File: src/rtl/manchester_rx_ctrl_if.sv
// Chip-in / byte-out bundle of the Manchester receive controller.
// slave is the receiver side, master drives chips and consumes bytes.
interface manchester_rx_ctrl_if;
   logic       chip_in;
   logic       chip_valid;
   logic [7:0] byte_out;
   logic       byte_valid;
   logic       byte_ready;
   logic       frame_active;
   logic       frame_done;
   logic       viol;
   logic       ovf;

   modport slave (
      input  chip_in, chip_valid, byte_ready,
      output byte_out, byte_valid, frame_active, frame_done, viol, ovf
   );

   modport master (
      output chip_in, chip_valid, byte_ready,
      input  byte_out, byte_valid, frame_active, frame_done, viol, ovf
   );
endinterface

File: src/rtl/manchester_rx_ctrl.sv
// Manchester receive controller: hunts a 16-chip sync word, then decodes FRAME_LEN bytes.
// Define MANCH_VIOL_CHECK_EN to flag 00/11 chip pairs as violations and abort the frame.
module manchester_rx_ctrl #(
   parameter logic [15:0] SYNC_CHIPS = 16'hA666,
   parameter int unsigned FRAME_LEN  = 4
) (
   input logic                  clk,
   input logic                  rst,
   manchester_rx_ctrl_if.slave  bus
);

   typedef enum logic {HUNT, PAYLOAD} state_e;

   localparam logic [7:0] LAST_BYTE = 8'(FRAME_LEN - 1);

   state_e      state_q, state_d;
   logic [15:0] sr_q, sr_d, sr_shift;
   logic [3:0]  chip_cnt_q, chip_cnt_d;
   logic [7:0]  byte_cnt_q, byte_cnt_d;
   logic [7:0]  byte_out_q, byte_out_d;
   logic        byte_valid_q, byte_valid_d;
   logic        frame_done_q, frame_done_d;
   logic        viol_q, viol_d;
   logic        ovf_q, ovf_d;
   logic [7:0]  decoded;
   logic        pair_bad;

   assign sr_shift = {sr_q[14:0], bus.chip_in};

   // A chip pair decodes to 1 only when it is 10; 01, 00 and 11 all read as 0.
   always_comb begin
      decoded = '0;
      for (int i = 0; i < 8; i++) begin
         decoded[7-i] = sr_shift[15-2*i] & ~sr_shift[14-2*i];
      end
   end

`ifdef MANCH_VIOL_CHECK_EN
   // An odd chip count means this chip completes an even-aligned pair.
   assign pair_bad = chip_cnt_q[0] & (sr_q[0] == bus.chip_in);
`else
   assign pair_bad = 1'b0;
`endif

   always_comb begin
      // NOTE: every output of this block gets a default first so no path leaves it unassigned (no latches).
      state_d      = state_q;
      sr_d         = sr_q;
      chip_cnt_d   = chip_cnt_q;
      byte_cnt_d   = byte_cnt_q;
      byte_out_d   = byte_out_q;
      byte_valid_d = byte_valid_q;
      frame_done_d = 1'b0;
      viol_d       = 1'b0;
      ovf_d        = ovf_q;

      if (byte_valid_q && bus.byte_ready) begin
         byte_valid_d = 1'b0;
      end

      if (bus.chip_valid) begin
         sr_d = sr_shift;
         unique case (state_q)
            HUNT: begin
               if (sr_shift == SYNC_CHIPS) begin
                  state_d    = PAYLOAD;
                  chip_cnt_d = '0;
                  byte_cnt_d = '0;
               end
            end
            PAYLOAD: begin
               chip_cnt_d = chip_cnt_q + 4'd1;
               if (pair_bad) begin
                  viol_d     = 1'b1;
                  state_d    = HUNT;
                  sr_d       = '0;
                  chip_cnt_d = '0;
                  byte_cnt_d = '0;
               end else if (chip_cnt_q == 4'd15) begin
                  // A byte landing on a handshake replaces the old one; otherwise it is dropped.
                  if (!byte_valid_q || bus.byte_ready) begin
                     byte_out_d   = decoded;
                     byte_valid_d = 1'b1;
                  end else begin
                     ovf_d = 1'b1;
                  end
                  byte_cnt_d = byte_cnt_q + 8'd1;
                  if (byte_cnt_q == LAST_BYTE) begin
                     frame_done_d = 1'b1;
                     state_d      = HUNT;
                     sr_d         = '0;
                     byte_cnt_d   = '0;
                  end
               end
            end
            default: state_d = HUNT;
         endcase
      end
   end

   // NOTE: sequential state uses non-blocking assignments so all registers update together on the edge.
   always_ff @(posedge clk) begin
      if (rst) begin
         state_q      <= HUNT;
         sr_q         <= '0;
         chip_cnt_q   <= '0;
         byte_cnt_q   <= '0;
         byte_out_q   <= '0;
         byte_valid_q <= 1'b0;
         frame_done_q <= 1'b0;
         viol_q       <= 1'b0;
         ovf_q        <= 1'b0;
      end else begin
         state_q      <= state_d;
         sr_q         <= sr_d;
         chip_cnt_q   <= chip_cnt_d;
         byte_cnt_q   <= byte_cnt_d;
         byte_out_q   <= byte_out_d;
         byte_valid_q <= byte_valid_d;
         frame_done_q <= frame_done_d;
         viol_q       <= viol_d;
         ovf_q        <= ovf_d;
      end
   end

   assign bus.byte_out     = byte_out_q;
   assign bus.byte_valid   = byte_valid_q;
   assign bus.frame_active = (state_q == PAYLOAD);
   assign bus.frame_done   = frame_done_q;
   assign bus.viol         = viol_q;
   assign bus.ovf          = ovf_q;

endmodule

File: src/flat_wrapper.sv
// flat-port wrapper written by rule: the top's interface ports become plain ports
module manchester_rx_ctrl_flat 
#(
   parameter logic [15:0] SYNC_CHIPS = 16'hA666,
   parameter int unsigned FRAME_LEN  = 4
)
  (clk, rst, bus_chip_in, bus_chip_valid, bus_byte_ready, bus_byte_out, bus_byte_valid, bus_frame_active, bus_frame_done, bus_viol, bus_ovf);
  manchester_rx_ctrl_if bus_i ();
  input logic clk;
  input logic rst;
  input wire logic [$bits(bus_i.chip_in)-1:0] bus_chip_in;
  input wire logic [$bits(bus_i.chip_valid)-1:0] bus_chip_valid;
  input wire logic [$bits(bus_i.byte_ready)-1:0] bus_byte_ready;
  output wire logic [$bits(bus_i.byte_out)-1:0] bus_byte_out;
  output wire logic [$bits(bus_i.byte_valid)-1:0] bus_byte_valid;
  output wire logic [$bits(bus_i.frame_active)-1:0] bus_frame_active;
  output wire logic [$bits(bus_i.frame_done)-1:0] bus_frame_done;
  output wire logic [$bits(bus_i.viol)-1:0] bus_viol;
  output wire logic [$bits(bus_i.ovf)-1:0] bus_ovf;
  assign bus_i.chip_in = bus_chip_in;
  assign bus_i.chip_valid = bus_chip_valid;
  assign bus_i.byte_ready = bus_byte_ready;
  assign bus_byte_out = bus_i.byte_out;
  assign bus_byte_valid = bus_i.byte_valid;
  assign bus_frame_active = bus_i.frame_active;
  assign bus_frame_done = bus_i.frame_done;
  assign bus_viol = bus_i.viol;
  assign bus_ovf = bus_i.ovf;
  manchester_rx_ctrl #(.SYNC_CHIPS(SYNC_CHIPS), .FRAME_LEN(FRAME_LEN)) u_core (.clk(clk), .rst(rst), .bus(bus_i));
endmodule
File: config.mk
export PLATFORM = sky130hd
export DESIGN_NAME = manchester_rx_ctrl_flat
export DESIGN_NICKNAME = d
export VERILOG_FILES = /design/src/rtl/manchester_rx_ctrl_if.sv /design/src/rtl/manchester_rx_ctrl.sv /design/src/flat_wrapper.sv
export SDC_FILE = /design/constraint.sdc
export NUM_CORES = 1
export LEC_CHECK = 0
export ABC_AREA = 1
export BUFFER_PORTS_ARGS = -buffer_cell sky130_fd_sc_hd__buf_2
export CORE_MARGIN = 1
export CORE_UTILIZATION = 44
export CTS_BUF_LIST = sky130_fd_sc_hd__clkbuf_8
export CTS_CLUSTER_DIAMETER = 100
export DETAILED_ROUTE_END_ITERATION = 12
export GPL_TIMING_DRIVEN = 0
export PLACE_DENSITY = 0.66
export RECOVER_POWER = 100
export SYNTH_ARGS = -nofsm -noshare
export SYNTH_HDL_FRONTEND = slang
export SYNTH_SLANG_ARGS = --single-unit
File: constraint.sdc
create_clock -name clk -period 1.3 [get_ports clk]
set_input_delay 0.26 -clock clk [delete_from_list [all_inputs] [get_ports clk]]
set_output_delay 0.26 -clock clk [all_outputs]
set_load 0.01 [all_outputs]
==> results.sh <==
export IMPL_end_kind="flip-flop"
export IMPL_worst_r2r_cell_count=8
export IMPL_synth_top_cell_by_area="sky130_fd_sc_hd__dfxtp_1"
export IMPL_via_count_of_the_first_global_routing_pass=1532
export IMPL_finalNetCount=303
export IMPL_syn2layout_area_growth_pct=28.80
export IMPL_hold_path_cell_count=3
export IMPL_latest_clock_arrival_within_the_worst_skew_pair_ps=300
export IMPL_slew_headroom_pct=60.92
export IMPL_syn_nets=265
export IMPL_routed_wire_length_per_instance_um=13.15
export IMPL_max_slew_worst_pin_slew_ps=586.2
export IMPL_syn_cell_area_mm2=0.001838
export IMPL_n_antenna_cell=0
export IMPL_clk_pin_slew_worst_paths_ps=80
export IMPL_drv_max_cap_violation_count=0
export IMPL_synth_ff_latch_count=39
export IMPL_postCtsHoldBufs=0
export IMPL_report_final_slew_viol_count=0
export IMPL_placedCellCount=324
export IMPL_detail_route_first_pass_iterations=4
export IMPL_final_setup_tns_ps=-238.9
export IMPL_track_usage_pct=21.90
export IMPL_setup_violations=12
export IMPL_cts_htree_levels=2
export IMPL_floorplan_io_pins=18
export IMPL_stdcell_count=346
export IMPL_path_delay_family="simple AND/OR/NAND/NOR gates"
export IMPL_outcome="finished, violations left"
export IMPL_die_height_um=66.63
export IMPL_largest_net_degree_at_the_start_of_global_routing=13
export IMPL_r2r_start="u_core.chip_cnt_q[0]"
export IMPL_worst_case_vdd_ir_drop_v=0.0005699
export IMPL_final_setup_worst_slack_ps=-38.45
export IMPL_dieArea_mm2=0.004440
export IMPL_initial_core_util_pct=45.95
export IMPL_timing_rr_end="u_core.bus.byte_out[7]"
export IMPL_synth_distinct_cells=30
export IMPL_setup_repair_after_global_routing_missed_its_margin="true"
export IMPL_fraction_of_the_yosys_area_taken_by_sequential_cells_pct=42.48
export IMPL_fin_worst_skew_ps=12.29
export IMPL_n_fill_cell=366
export IMPL_timing_final_crit_period_ps=1338
export IMPL_setup_worst_path_class="flip-flop to flip-flop"
export IMPL_drtAntennaViolNets=0
export IMPL_max_clock_path_buffers=2
export IMPL_avgViaCountPerCell=5.185
export IMPL_hp_class="input pin to flip-flop"
export IMPL_dp_slack_ps=-191.5
export IMPL_cp_start_kind="flip-flop"
export IMPL_critPathMaxStageDelay_ps=360
export IMPL_cts_buffer_count=5
export IMPL_hold_viol=0
export IMPL_post_syn_instances=258
export IMPL_worstHoldEndpoint="u_core.sr_q[0]"
export IMPL_detailroute_via_count=1794
export IMPL_routability_driven_placement_congestion_ratio=0.8404
export IMPL_num_rows=23
export IMPL_antenna_found_initial=0
export IMPL_r2r_setup_slack_ps=-40
export IMPL_clock_sinks=39
export IMPL_critical_path_slowest_cell="sky130_fd_sc_hd__dfxtp_4"
export IMPL_root_buffer="sky130_fd_sc_hd__clkbuf_8"
export IMPL_timing_critical_path_cells="ha_4 > nand3_4 > nor2_4 > inv_6 > nor2_8 > inv_4 > o21ai_2 > nor2_1"
export IMPL_biggest_area_contributors_in_the_synthesized_netlist="sky130_fd_sc_hd__dfxtp_1 (42%), sky130_fd_sc_hd__nor2_1 (11%), sky130_fd_sc_hd__nand2_1 (8.2%), sky130_fd_sc_hd__nand3_1 (7.1%), sky130_fd_sc_hd__a21oi_1 (4.6%)"
export IMPL_arrival_ps=1540
export IMPL_hpwl_um=2945
export IMPL_tritoncts="built"
export IMPL_placement_io_buffers=16
export IMPL_synth_area_per_cell_um2=7.124
export IMPL_die_outline_width_um=66.63
export IMPL_fraction_of_final_layout_cells_with_drive_strength_greater_than_1_pct=30.07
export IMPL_worst_ep_required_time_ps=1500
export IMPL_finalWirelength_um=4551
export IMPL_critPathMaxFanout=8
export IMPL_power_static_leakage_nw=0.8754
export IMPL_core_area_mm2=0.004000
export IMPL_max_freq_mhz=747.1
export IMPL_failed_checks="setup timing"
export IMPL_drcViolationCount=0
export IMPL_cellPowerDensity_mw_per_mm2=939.8
export IMPL_grt_pass1_wl_um=7210
export IMPL_post_synth_top_area_fraction_pct=42.48
export IMPL_yosysWarningCount=0
export IMPL_mostFrequentLayoutCells="sky130_fd_sc_hd__nor2_1 (47), sky130_fd_sc_hd__nand2_1 (32), sky130_fd_sc_hd__dfxtp_1 (25), sky130_fd_sc_hd__nand3_1 (23)"
export IMPL_global_route_overflow_total=0
export IMPL_worst_path_buf_inv=2
export IMPL_drt_iter0_drc=117
export IMPL_leading_cell_type_in_the_layout_fill_and_taps_excluded="sky130_fd_sc_hd__nor2_1"
export IMPL_hold_path_startpoint="bus_chip_in"
export IMPL_tcrit_tclk_final_pct=103.0
per-layer routing:
metal | vias to the layer above | track usage [%] | wire [µm]
met1 | 829 | 29.52 | 2154
met5 | - | 0 | 0
li1 | 923 | - | -
met4 | 0 | 10.11 | 44
met2 | 38 | 33.33 | 2181
met3 | 4 | 4.110 | 170
cells in the mapped netlist:
cell type,number
sky130_fd_sc_hd__nor2_1,56
sky130_fd_sc_hd__nand2_1,40
sky130_fd_sc_hd__dfxtp_1,39
sky130_fd_sc_hd__nand3_1,26
sky130_fd_sc_hd__inv_1,21
sky130_fd_sc_hd__a21oi_1,17
sky130_fd_sc_hd__o21ai_0,15
sky130_fd_sc_hd__a211oi_1,8
sky130_fd_sc_hd__clkbuf_1,4
sky130_fd_sc_hd__nor3_1,4
sky130_fd_sc_hd__buf_2,2
sky130_fd_sc_hd__clkinv_1,2
sky130_fd_sc_hd__ha_1,2
sky130_fd_sc_hd__nand3b_1,2
sky130_fd_sc_hd__nor2_2,2
sky130_fd_sc_hd__nor2_4,2
sky130_fd_sc_hd__nor3b_1,2
sky130_fd_sc_hd__xnor2_1,2
sky130_fd_sc_hd__a22oi_1,1
sky130_fd_sc_hd__buf_4,1
sky130_fd_sc_hd__conb_1,1
sky130_fd_sc_hd__inv_2,1
sky130_fd_sc_hd__inv_4,1
sky130_fd_sc_hd__nand2_2,1
sky130_fd_sc_hd__nand2_4,1
sky130_fd_sc_hd__nand3_4,1
sky130_fd_sc_hd__nand4_1,1
sky130_fd_sc_hd__nor2_8,1
sky130_fd_sc_hd__o21ai_2,1
sky130_fd_sc_hd__xor2_1,1
logic make-up after synthesis:
| kind of cell | Yosys count | synth area share [%] |
|---|---|---|
| compound gates | 42 | 12.87 |
| xor+xnor | 3 | 1.430 |
| fa+ha+maj | 2 | 1.361 |
| buf+inv | 32 | 7.012 |
| flops | 39 | 42.48 |
| other cells | 1 | 0.2040 |
| simple gates | 139 | 34.65 |
worst max path at each step:
stage	from	end	slack, ps	cells past startpoint
4_1_cts	u_core.chip_cnt_q[0]	u_core.bus.byte_out[7]	-40	8
2_1_floorplan	u_core.bus.frame_active	u_core.bus.byte_out[7]	20	7
3_5_place_dp	u_core.bus.frame_active	u_core.bus.byte_out[7]	-190	7
5_1_grt	u_core.chip_cnt_q[0]	u_core.bus.byte_out[2]	-110	8
3_3_place_gp	u_core.bus.frame_active	u_core.bus.byte_out[6]	-170	7
6_report	u_core.chip_cnt_q[0]	u_core.bus.byte_out[7]	-40	8
what timing repair did:
action / in CTS / in global routing
pin swaps: 15 / 11
setup endpoints to repair: 36 / 29
gates resized for setup: 33 / 27
buffers inserted: 9 / 4
gates cloned: 2 / 0
area by class of cell:
class / instances / area (µm²) / area share [%]
clock buffers: 5 / 68.82 / 2.907
flip-flops and latches: 39 / 800.8 / 33.83
plain buffers: 7 / 32.53 / 1.374
repair buffers: 29 / 172.7 / 7.294
clock inverters: 2 / 13.76 / 0.5814
well taps: 50 / 62.56 / 2.643
multi-input cells: 189 / 1110 / 46.88
inverters: 25 / 106.4 / 4.493
state kept, by name, summed over array words and instances, names as in the netlist:
| signal | flops |
|---|---|
| u_core.sr_q | 15 |
| u_core.bus.frame_active | 1 |
| u_core.bus.byte_valid | 1 |
| u_core.bus.byte_out | 8 |
| u_core.bus.ovf | 1 |
| u_core.bus.frame_done | 1 |
| u_core.chip_cnt_q | 4 |
| u_core.byte_cnt_q | 8 |
metrics by stage:
stage / instance area [µm²] / power, mW / util (%) / hold WS, ps
final: 2367 / 2.225 / 59.18 / 272.6
after global routing: 2367 / 2.301 / 59.18 / 315.5
after detailed placement: 2003 / 1.400 / 50.08 / 454.6
after floorplan: 1861 / 1.360 / - / 427.4
after CTS: 2263 / 2.220 / 56.58 / 271.1
after global placement: 2003 / 1.399 / 50.08 / 448.0
power by group:
| group | internal [mW] | total [mW] | switching (mW) |
|---|---|---|---|
| clock | 0.367 | 0.804 | 0.437 |
| sequential | 1.22 | 1.25 | 0.0269 |
| combinational | 0.0634 | 0.170 | 0.106 |
worst min-delay path: cells and delay by family:
family | cells | cell delay, ps
AOI/OAI and AO/OA | 1 | 80
and+or+nand+nor | 1 | 90
buffers and inverters | 1 | 120
(Power assumes the default switching activity.)
